--- src/rtl/cpu_io_pkg.sv ---
// cpu_io_pkg: shared definitions for the cpu_io_top board I/O block.
//   state_t           - handshake/add FSM state encoding
//   SEG_LUT           - active-low seven-segment patterns {a,b,c,d,e,f,g}, indexed by hex digit
//   SCAN_BITS_DEFAULT - default width of the display refresh counter
package cpu_io_pkg;

    typedef enum logic [2:0] {
        WAIT_IN,
        LOAD,
        ADD,
        WAIT_OUT,
        WRITE
    } state_t;

    localparam int SCAN_BITS_DEFAULT = 18;

    localparam logic [6:0] SEG_LUT [16] = '{
        7'b0000001,  // 0
        7'b1001111,  // 1
        7'b0010010,  // 2
        7'b0000110,  // 3
        7'b1001100,  // 4
        7'b0100100,  // 5
        7'b0100000,  // 6
        7'b0001111,  // 7
        7'b0000000,  // 8
        7'b0000100,  // 9
        7'b0001000,  // A
        7'b1100000,  // b
        7'b0110001,  // C
        7'b1000010,  // d
        7'b0110000,  // E
        7'b0111000   // F
    };

endpackage

--- src/rtl/seg7_scan.sv ---
// seg7_scan: 8-digit multiplexed seven-segment driver.
//   clk, rst - clock, asynchronous active-high reset
//   value    - 32-bit value, digit n shows value[4n+3:4n]
//   blank    - per-digit blank mask; a blanked digit keeps its AN bit high
//   an       - registered digit enables, active-low, an[0] = rightmost digit
//   seg      - registered segments, active-low, seg[6] = a ... seg[0] = g
// The digit select is the top three bits of the refresh counter, so the scan
// advances one digit every 2^(SCAN_BITS-3) cycles and wraps 7 -> 0.
module seg7_scan
    import cpu_io_pkg::*;
#(
    parameter int SCAN_BITS = SCAN_BITS_DEFAULT
) (
    input  logic        clk,
    input  logic        rst,
    input  logic [31:0] value,
    input  logic [7:0]  blank,
    output logic [7:0]  an,
    output logic [6:0]  seg
);

    logic [SCAN_BITS-1:0] cnt_q, cnt_d;
    logic [7:0]           an_q, an_d;
    logic [6:0]           seg_q, seg_d;
    logic [2:0]           sel;
    logic [3:0]           nibble;

    always_comb begin
        cnt_d  = cnt_q + SCAN_BITS'(1);
        sel    = cnt_q[SCAN_BITS-1 -: 3];
        nibble = value[{sel, 2'b00} +: 4];
        seg_d  = SEG_LUT[nibble];
        an_d   = blank[sel] ? 8'hFF : ~(8'b1 << sel);
    end

    // Reset outputs equal the decoded digit 0 of a zero value, so the first
    // registered update after reset does not visibly change the display.
    always_ff @(posedge clk or posedge rst) begin
        if (rst) begin
            cnt_q <= '0;
            an_q  <= 8'b11111110;
            seg_q <= 7'b0000001;
        end else begin
            cnt_q <= cnt_d;
            an_q  <= an_d;
            seg_q <= seg_d;
        end
    end

    assign an  = an_q;
    assign seg = seg_q;

endmodule

--- src/rtl/cpu_io_top.sv ---
// cpu_io_top: board-level I/O block. Waits for the input-ready button, loads
// two 8-bit operands from the switches, adds them (carry kept), waits for the
// output-ready button and publishes the sum on the seven-segment display.
//   CLK100MHZ - system clock
//   BTNC      - asynchronous active-high reset
//   BTNL      - output-ready strobe (level, synchronized)
//   BTNR      - input-ready strobe (level, synchronized)
//   SW        - operands A = SW[15:8], B = SW[7:0], sampled only in LOAD
//   AN        - digit enables, active-low
//   A2G       - segments, active-low, A2G[6] = a
// Build option OPERAND_DISPLAY_EN: when defined, digits 7..6 show opA and
// digits 5..4 show opB; otherwise digits 7..4 are blanked in their slots.
module cpu_io_top
    import cpu_io_pkg::*;
#(
    parameter int SCAN_BITS = SCAN_BITS_DEFAULT
) (
    input  logic        CLK100MHZ,
    input  logic        BTNC,
    input  logic        BTNL,
    input  logic        BTNR,
    input  logic [15:0] SW,
    output logic [7:0]  AN,
    output logic [6:0]  A2G
);

    state_t      state_q, state_d;
    logic        btnl_s1_q, btnl_s1_d, btnl_s2_q, btnl_s2_d;
    logic        btnr_s1_q, btnr_s1_d, btnr_s2_q, btnr_s2_d;
    logic [7:0]  opa_q, opa_d;
    logic [7:0]  opb_q, opb_d;
    logic [8:0]  sum_q, sum_d;
    logic [15:0] result_q, result_d;
    logic [31:0] disp_value;
    logic [7:0]  disp_blank;

    always_comb begin
        btnl_s1_d = BTNL;
        btnl_s2_d = btnl_s1_q;
        btnr_s1_d = BTNR;
        btnr_s2_d = btnr_s1_q;
    end

    always_comb begin
        state_d  = state_q;
        opa_d    = opa_q;
        opb_d    = opb_q;
        sum_d    = sum_q;
        result_d = result_q;
        unique case (state_q)
            WAIT_IN: begin
                if (btnr_s2_q) state_d = LOAD;
            end
            LOAD: begin
                opa_d   = SW[15:8];
                opb_d   = SW[7:0];
                state_d = ADD;
            end
            ADD: begin
                sum_d   = {1'b0, opa_q} + {1'b0, opb_q};
                state_d = WAIT_OUT;
            end
            WAIT_OUT: begin
                if (btnl_s2_q) state_d = WRITE;
            end
            WRITE: begin
                result_d = {7'b0, sum_q};
                state_d  = WAIT_IN;
            end
            default: state_d = WAIT_IN;
        endcase
    end

    always_ff @(posedge CLK100MHZ or posedge BTNC) begin
        if (BTNC) begin
            state_q   <= WAIT_IN;
            btnl_s1_q <= 1'b0;
            btnl_s2_q <= 1'b0;
            btnr_s1_q <= 1'b0;
            btnr_s2_q <= 1'b0;
            opa_q     <= '0;
            opb_q     <= '0;
            sum_q     <= '0;
            result_q  <= '0;
        end else begin
            state_q   <= state_d;
            btnl_s1_q <= btnl_s1_d;
            btnl_s2_q <= btnl_s2_d;
            btnr_s1_q <= btnr_s1_d;
            btnr_s2_q <= btnr_s2_d;
            opa_q     <= opa_d;
            opb_q     <= opb_d;
            sum_q     <= sum_d;
            result_q  <= result_d;
        end
    end

`ifdef OPERAND_DISPLAY_EN
    assign disp_value = {opa_q, opb_q, result_q};
    assign disp_blank = 8'h00;
`else
    assign disp_value = {16'h0000, result_q};
    assign disp_blank = 8'hF0;
`endif

    seg7_scan #(
        .SCAN_BITS (SCAN_BITS)
    ) u_scan (
        .clk   (CLK100MHZ),
        .rst   (BTNC),
        .value (disp_value),
        .blank (disp_blank),
        .an    (AN),
        .seg   (A2G)
    );

endmodule

--- config.mk ---
export PLATFORM = sky130hd
export DESIGN_NAME = cpu_io_top
export DESIGN_NICKNAME = d
export VERILOG_FILES = /design/src/rtl/cpu_io_pkg.sv /design/src/rtl/seg7_scan.sv /design/src/rtl/cpu_io_top.sv
export SDC_FILE = /design/constraint.sdc
export NUM_CORES = 1
export LEC_CHECK = 0
export ABC_AREA = 1
export CAP_MARGIN = 20
export CORE_ASPECT_RATIO = 0.75
export CORE_MARGIN = 5
export CORE_UTILIZATION = 45
export DETAILED_ROUTE_END_ITERATION = 6
export MAX_ROUTING_LAYER = met4
export PLACE_DENSITY = 0.65
export SLEW_MARGIN = 20
export SYNTH_ARGS = -nofsm -noshare
export SYNTH_HDL_FRONTEND = slang
export SYNTH_SLANG_ARGS = --single-unit
--- constraint.sdc ---
create_clock -name CLK100MHZ -period 3.1 [get_ports CLK100MHZ]
set_input_delay 0.62 -clock CLK100MHZ [delete_from_list [all_inputs] [get_ports CLK100MHZ]]
set_output_delay 0.62 -clock CLK100MHZ [all_outputs]
set_load 0.1 [all_outputs]
==> results of run 1 <==
## per-stage QoR
stage               std cells  utilization (%)  power, uW  instance area (um^2)
detailed placement        490             52.8       3190                  3940
global placement          490             52.8       3160                  3940
global route              506             55.5       4230                  4140
CTS                       506             55.5       3960                  4140
finish                    506             55.5       3900                  4140
floorplan                 358                -       2870                  3530
## power by group
part	internal, uW	switching, uW	leakage, uW
Sequential	1260	156	0.000908
Combinational	686	1060	0.00105
Clock	416	325	0.000101
## Yosys cell counts (all sizes together)
| cell type | instances | area (um^2) |
|---|---|---|
| nand2 | 97 | 382 |
| nand3b | 2 | 15.0 |
| dfstp | 8 | 210 |
| nor4 | 1 | 6.26 |
| a21o | 1 | 7.51 |
| o21ai | 11 | 66.3 |
| fa | 1 | 20.0 |
| dfrtp | 66 | 1650 |
| nor3 | 3 | 15.0 |
| o21bai | 1 | 7.51 |
| nor2 | 24 | 110 |
| xnor2 | 7 | 61.3 |
| o31ai | 1 | 7.51 |
| ha | 14 | 175 |
| or2 | 2 | 12.5 |
| mux2 | 20 | 259 |
| nand4 | 5 | 31.3 |
| inv | 39 | 151 |
| xor2 | 7 | 61.3 |
| buf | 4 | 32.5 |
| a21oi | 5 | 25.0 |
| conb | 1 | 3.75 |
| nand3 | 35 | 203 |
## cell families after synthesis
group	Yosys count	synth area share, %
compound gates	19	3.24
other cells	1	0.107
buf+inv	43	5.23
mux	20	7.37
flops	74	53.0
xor+xnor	14	3.49
fa+ha+maj	15	5.55
simple gates	169	22.0
## placed cells by master, fill, tap and decap left out, drive strengths merged
master	count
a21o	1
nand2	97
nor2	24
o31ai	1
o21bai	1
buf	16
fa	1
nand3b	2
xor2	7
dfstp	8
clkbuf	14
xnor2	7
nand4	5
nand3	35
or2	2
nor4	1
clkinv	1
o21ai	11
clkdlybuf4s50	19
dfrtp	66
conb	4
mux2	20
inv	39
nor3	3
ha	14
bufinv	1
a21oi	5
## registers in the layout, indices dropped and copies added (netlist names)
register      flops
opb_q             8
opa_q             8
btnr_s1_q         1
u_scan.cnt_q     18
btnr_s2_q         1
result_q          9
u_scan.an         8
sum_q             9
btnl_s1_q         1
btnl_s2_q         1
state_q           3
u_scan.seg        7
## area by class of cell
| type | count | area share, % |
|---|---|---|
| Sequential cell | 74 | 45.0 |
| Multi-Input combinational cell | 241 | 35.8 |
| Timing Repair Buffer | 35 | 7.80 |
| Clock buffer | 14 | 3.93 |
| Inverter | 39 | 3.66 |
| Tap cell | 101 | 3.05 |
| Clock inverter | 2 | 0.846 |
## worst min-delay path by stage
| stage | from | endpoint | slack [ns] | cells past startpoint |
|---|---|---|---|---|
| floorplan | btnl_s1_q$_DFF_PP0_ | btnl_s2_q$_DFF_PP0_ | 0.33 | 0 |
| global placement | btnl_s1_q$_DFF_PP0_ | btnl_s2_q$_DFF_PP0_ | 0.33 | 0 |
| detailed placement | btnl_s1_q$_DFF_PP0_ | btnl_s2_q$_DFF_PP0_ | 0.34 | 0 |
| CTS | btnl_s1_q$_DFF_PP0_ | btnl_s2_q$_DFF_PP0_ | 0.35 | 0 |
| global route | btnl_s1_q$_DFF_PP0_ | btnl_s2_q$_DFF_PP0_ | 0.35 | 0 |
| finish | btnl_s1_q$_DFF_PP0_ | btnl_s2_q$_DFF_PP0_ | 0.35 | 0 |
## per-layer routing
| layer | vias up | GRT usage (%) | share of wire, % |
|---|---|---|---|
| li1 | 1230 | - | - |
| met3 | 9 | 4.75 | 5.2 |
| met1 | 1065 | 17.3 | 50 |
| met4 | 0 | 5.02 | 1.5 |
| met5 | - | - | 0 |
| met2 | 47 | 20.2 | 44 |
==> impl_results.md, run 1 <==
* Number of nets in the layout at ~440
* Number of endpoints with negative hold slack in the final report at 0
* Logic depth of the worst path, buffers included at 1
* Antenna violations before repair at 0
* TritonRoute pass-1 iters at 4
* Via count at between 2000 and 2500
* Hold_buf cts at 0
* Antenna-violating nets left at 0
* List of cells traversed by the critical path: buf_4
* Capture point of the critical path: AN[2]
* Max Fanout on Critical Path at 1
* Setup TNS at 0 ns
* Buffering stage count on the worst path with inverters included at 1
* Setup repair after global routing missed its margin: no
* Overflow after GRT at 0
* Final slew viol count at 0
* Pin count of the biggest net entering global routing at 54
* CTS tree: built
* Clock latency on the worst-skew pair at about 0.34 ns
* Critical Path Source Type: flip-flop
* Sink Count at 74
* Sequential-to-total area share from yosys stat at a little over half
* Vias per inst at about 4.6
* Max-Cap Viols at 0
* Count of pins on the block boundary at 35
* Routed wirelength normalized by instance count at ~11 um
* Final GP Congestion at around 0.84
* Kind of cell adding the most delay to the critical path: flip-flops
* Depth of the worst register-to-register path at 8
* Slowest Stage Delay on Critical Path at roughly 0.52 ns
* Master cell of the clock root buffer: sky130_fd_sc_hd__clkbuf_8
* Core Rows at 27
* Place WS at around 1.4 ns
* # DRC at 0
* Critical path launch point: u_scan.an[2]$_DFF_PP1_
* Worst IR drop on VDD at 0.520 mV
* Area taken by multi-input logic gates at between 1000 and 1500 um^2
* Height of the die at around 87 um
* Post-synthesis register bit count at 74
* Reg2reg end: u_scan.seg[3]$_DFF_PP0_
* Critical Path AT at ~1.1 ns
* Post-synthesis average cell area at a little under 10 um^2
* Critical path class: reg -> out
* Initial Utilization at roughly 47%
* Worst R2R Setup Slack at 1.35 ns
* Port Buffer Count at 34
* Setup skew after layout at slightly below 0.007 ns
* Part of the cycle the worst path needs at roughly 57%
* N_diodes at 0
* Critical Path End Type: primary output
* Die area at around 9700 um^2
* Proportion of layout cells with a drive suffix above 1 at between 20 and 25%
* Wirelength, routed at around 5800 um
* Final setup violation count at 0
* Setup Buffers After CTS at 0
* Layout filler cell count at between 700 and 800
* Number of buffers on the longest clock path at 2
* Vias in the first global route at approximately 2400
* Half-perimeter wire length after detailed placement at 4290 um
* Post-route setup slack at about 1.3 ns
* Resize count post-CTS at 0
* Number of CTS-inserted buffers at 9
* Required time of the worst setup path at between 2 and 2.5 ns
* Instance count of the mapped netlist at between 300 and 400
* FF+latch area at between 1500 and 2000 um^2
* Core region area at between 7000 and 8000 um^2
* Width of the die at ~110 um
* Power per cell area at approximately 940 nW/um^2
* Wire length of the first global-routing pass at ~10000 um
* Number of levels the H-tree was split into at 3
* Highest Clock Rate at about 0.57 GHz
* Type of the worst min-delay path: reg -> reg
* Number of warnings issued by yosys at 0
* Slowest stage cell, crit path: sky130_fd_sc_hd__dfstp_2
* Result of the run: finished, final reports clean
* Startpoint of the worst-slack reg-to-reg timing path: u_scan.cnt_q[15]$_DFF_PP0_
* Total standard cell area after synthesis at 3510 um^2
* Iter 0 DRT Violations at slightly above 100
* Time the worst path needs with I/O delays and setup at between 1.5 and 2 ns
* Area growth from synthesis to final layout at 17.8%
* Number of library cell types mapped by synthesis at 33
* Reported leakage power at approximately 0.002 uW
* GR Util All Layers at around 14%
* Tightest hold margin at about 0.35 ns
* Clock transition at the registers of the reported paths at around 0.070 ns
No activity file was read; power rests on OpenSTA's default activity.
==> run 2: changes to the inputs <==
- clock period: 3.1 -> 1.8 ns (I/O delays scaled with it)
==> run 2 against run 1 <==
Compared with the run above: sequential cell count unchanged; design area rose by 5.3%; die area unchanged; clock power grew 62%; non-clock buffer count increased by 4; largest cell class unchanged; largest power group unchanged.
==> impl_results.md, run 2 (synthesis results as in run 1) <==
* Result of the run: finished, final reports clean
* Final setup violation count at 0 (unchanged)
* Half-perimeter wire length after detailed placement at 4120 um (-3.9%)
* Critical Path AT at 1.87 ns (+0.74 ns)
* Fraction of power consumed by sequential logic at 36.0% (-0.2 points)
* Die area at 9700 um^2 (unchanged)
* CTS tree: built
* Worst R2R Setup Slack at 0.16 ns (-1.19 ns)
* List of cells traversed by the critical path: ha_1, fa_2, nand2_1, nand3_1, or2_2, nand3_1, nand2_1
* Via count at 2396 (+1.9%)
* Final Power at 6880 uW (+76%)
* Highest Clock Rate at between 0.6 and 0.7 GHz
* Number of CTS-inserted buffers at 9 (unchanged)
* Hold_buf cts at 0 (unchanged)
* Power per cell area at 1580 nW/um^2 (+67%)
* Commonest cells after routing, fill and taps aside: sky130_fd_sc_hd__nand2_1, sky130_fd_sc_hd__dfrtp_1, sky130_fd_sc_hd__inv_1
* Max Fanout on Critical Path at 4 (+3)
* Number of levels the H-tree was split into at 3 (unchanged)
* Number of endpoints with negative hold slack in the final report at 0 (unchanged)
* Clock transition at the registers of the reported paths at 0.07 ns (about the same)
* Wirelength, routed at 5630 um (-2.6%)
* Leading registers by flop count: u_scan.cnt_q: 18 flops, result_q: 9 flops, sum_q: 9 flops
* # DRC at 0 (unchanged)
* Wire length of the first global-routing pass at 10400 um (about the same)
* Clock latency on the worst-skew pair at 0.34 ns (about the same)
* Area growth from synthesis to final layout at 24.0%
* Slowest stage cell, crit path: sky130_fd_sc_hd__dfrtp_1
* Antenna-violating nets left at 0 (unchanged)
* Place WS at 0.0936 ns (-1.27 ns)
* Final slew viol count at 0 (unchanged)
* Core region area at 7470 um^2 (unchanged)
* Final GP Congestion at 0.829 (-1.5%)
* Leading cell type in the layout, fill and taps excluded: sky130_fd_sc_hd__nand2_1
* Port Buffer Count at 34 (unchanged)
* Part of the cycle the worst path needs at 91.4%
* Required time of the worst setup path at 2.03 ns (-0.45 ns)
* Overflow after GRT at 0 (unchanged)
* Number of buffers on the longest clock path at 2 (unchanged)
* Antenna violations before repair at 0 (unchanged)
* Post-route setup slack at 0.155 ns (-1.19 ns)
* TritonRoute pass-1 iters at 4 (unchanged)
* Initial Utilization at 47.1% (unchanged)
* GR Util All Layers at 13.5% (-0.084 points)
* Setup TNS at 0 ns (unchanged)
* Kind of cell adding the most delay to the critical path: adder cells
* Critical Path Source Type: flip-flop
* Buffering stage count on the worst path with inverters included at 0 (-1)
* Internal at 4170 uW (+77%)
* Power share of the clock group at 17.5% (-1.5 points)
* Final design area excluding fillers at 4360 um^2 (+5.3%)
* Height of the die at 86.5 um (unchanged)
* N_diodes at 0 (unchanged)
* Width of the die at 112 um (unchanged)
* Critical path class: reg -> reg
* Iter 0 DRT Violations at 77 (-25%)
* Reported leakage power at 0.00213 uW (+3.6%)
* Number of nets in the layout at 439 (+0.92%)
* Vias in the first global route at 2338 (-1.5%)
* Routed wirelength normalized by instance count at 11.0 um (-3.3%)
* Vias per inst at 4.70 (+1.1%)
* Time the worst path needs with I/O delays and setup at roughly 1.6 ns
* Sw frac at 39.4% (-0.17 points)
* Pin count of the biggest net entering global routing at 75 (+39%)
* Count of pins on the block boundary at 35 (unchanged)
* Worst IR drop on VDD at 0.828 mV (+59%)
* Largest register by flop count: u_scan.cnt_q
* Proportion of layout cells with a drive suffix above 1 at 22.7% (+2.2 points)
* Critical Path End Type: flip-flop
* Core Rows at 27 (unchanged)
* Instance area after placement at 4150 um^2 (+5.2%)
* Setup repair after global routing missed its margin: no
* Power spent charging and discharging nets at 2710 uW (+75%)
* Master cell of the clock root buffer: sky130_fd_sc_hd__clkbuf_8
* Sink Count at 74 (unchanged)
* Largest register FFs at 18 (unchanged)
* Max-Cap Viols at 0 (unchanged)
* Type of the worst min-delay path: reg -> reg
* Fraction of power consumed by combinational cells at 46.6% (+1.8 points)
* Setup skew after layout at 0.00552 ns (-0.00120 ns)
* Slowest Stage Delay on Critical Path at 0.38 ns (-0.14 ns)
==> run 2: cell count changes in the layout (fill, tap and decap cells not counted), sizes merged <==
| cell | delta |
|---|---|
| inv | -1 |
| buf | +4 |
| clkinv | +3 |
| clkinvlp | +2 |
| clkbuf | -4 |
==> run 2: power groups by stage <==
stage | Clock, uW | Combinational [uW] | Sequential, uW
after floorplan | 0 | 2070 | 2870
after global placement | 0 | 3150 | 2490
after detailed placement | 0 | 3210 | 2510
after CTS | 1260 | 3230 | 2480
after global routing | 1330 | 3620 | 2530
final | 1200 | 3200 | 2470
==> run 2: area by class of cell <==
class                   instances  area, um^2
multi-input cells             241        1490
inverters                      39         158
repair buffers                 39         541
clock inverters                 6        57.6
well taps                     101         126
flip-flops and latches         74        1860
clock buffers                  10         128
fillers                       634        3110
==> run 2: layer usage <==
layer / vias to the layer above / wire [um] / GRT usage, %
li1: 1235 / - / -
met1: 1112 / 2770 / 16.8
met2: 45 / 2520 / 20.7
met3: 4 / 288 / 5.23
met4: 0 / 61 / 4.04
met5: - / 0 / -
==> run 2: final timing paths <==
check | cells past startpoint | to | start
hold / removal | 0 | btnl_s2_q$_DFF_PP0_ | btnl_s1_q$_DFF_PP0_
max in group asynchronous | 3 | u_scan.seg[0]$_DFF_PP1_ | BTNC
setup reg to reg | 7 | sum_q[4]$_DFFE_PP0N_ | opa_q[0]$_DFFE_PP0P_
min in group asynchronous | 3 | btnl_s1_q$_DFF_PP0_ | BTNC
hold reg to reg | 0 | btnl_s2_q$_DFF_PP0_ | btnl_s1_q$_DFF_PP0_
setup / recovery | 7 | sum_q[4]$_DFFE_PP0N_ | opa_q[0]$_DFFE_PP0P_
==> run 2: per-stage QoR <==
stage / utilization [%] / instances / hold slack, ns
after detailed placement: 55.6 / 492 / 0.336
after global routing: 58.4 / 510 / 0.369
final: 58.4 / 510 / 0.350
after CTS: 58.1 / 508 / 0.353
after global placement: 55.6 / 492 / 0.335
after floorplan: - / 358 / 0.331
==> run 2: what timing repair did <==
item | CTS | global route
gates resized for setup | 0 | 5
endpoints found under the setup margin | 0 | 6
buffers inserted | 0 | 2
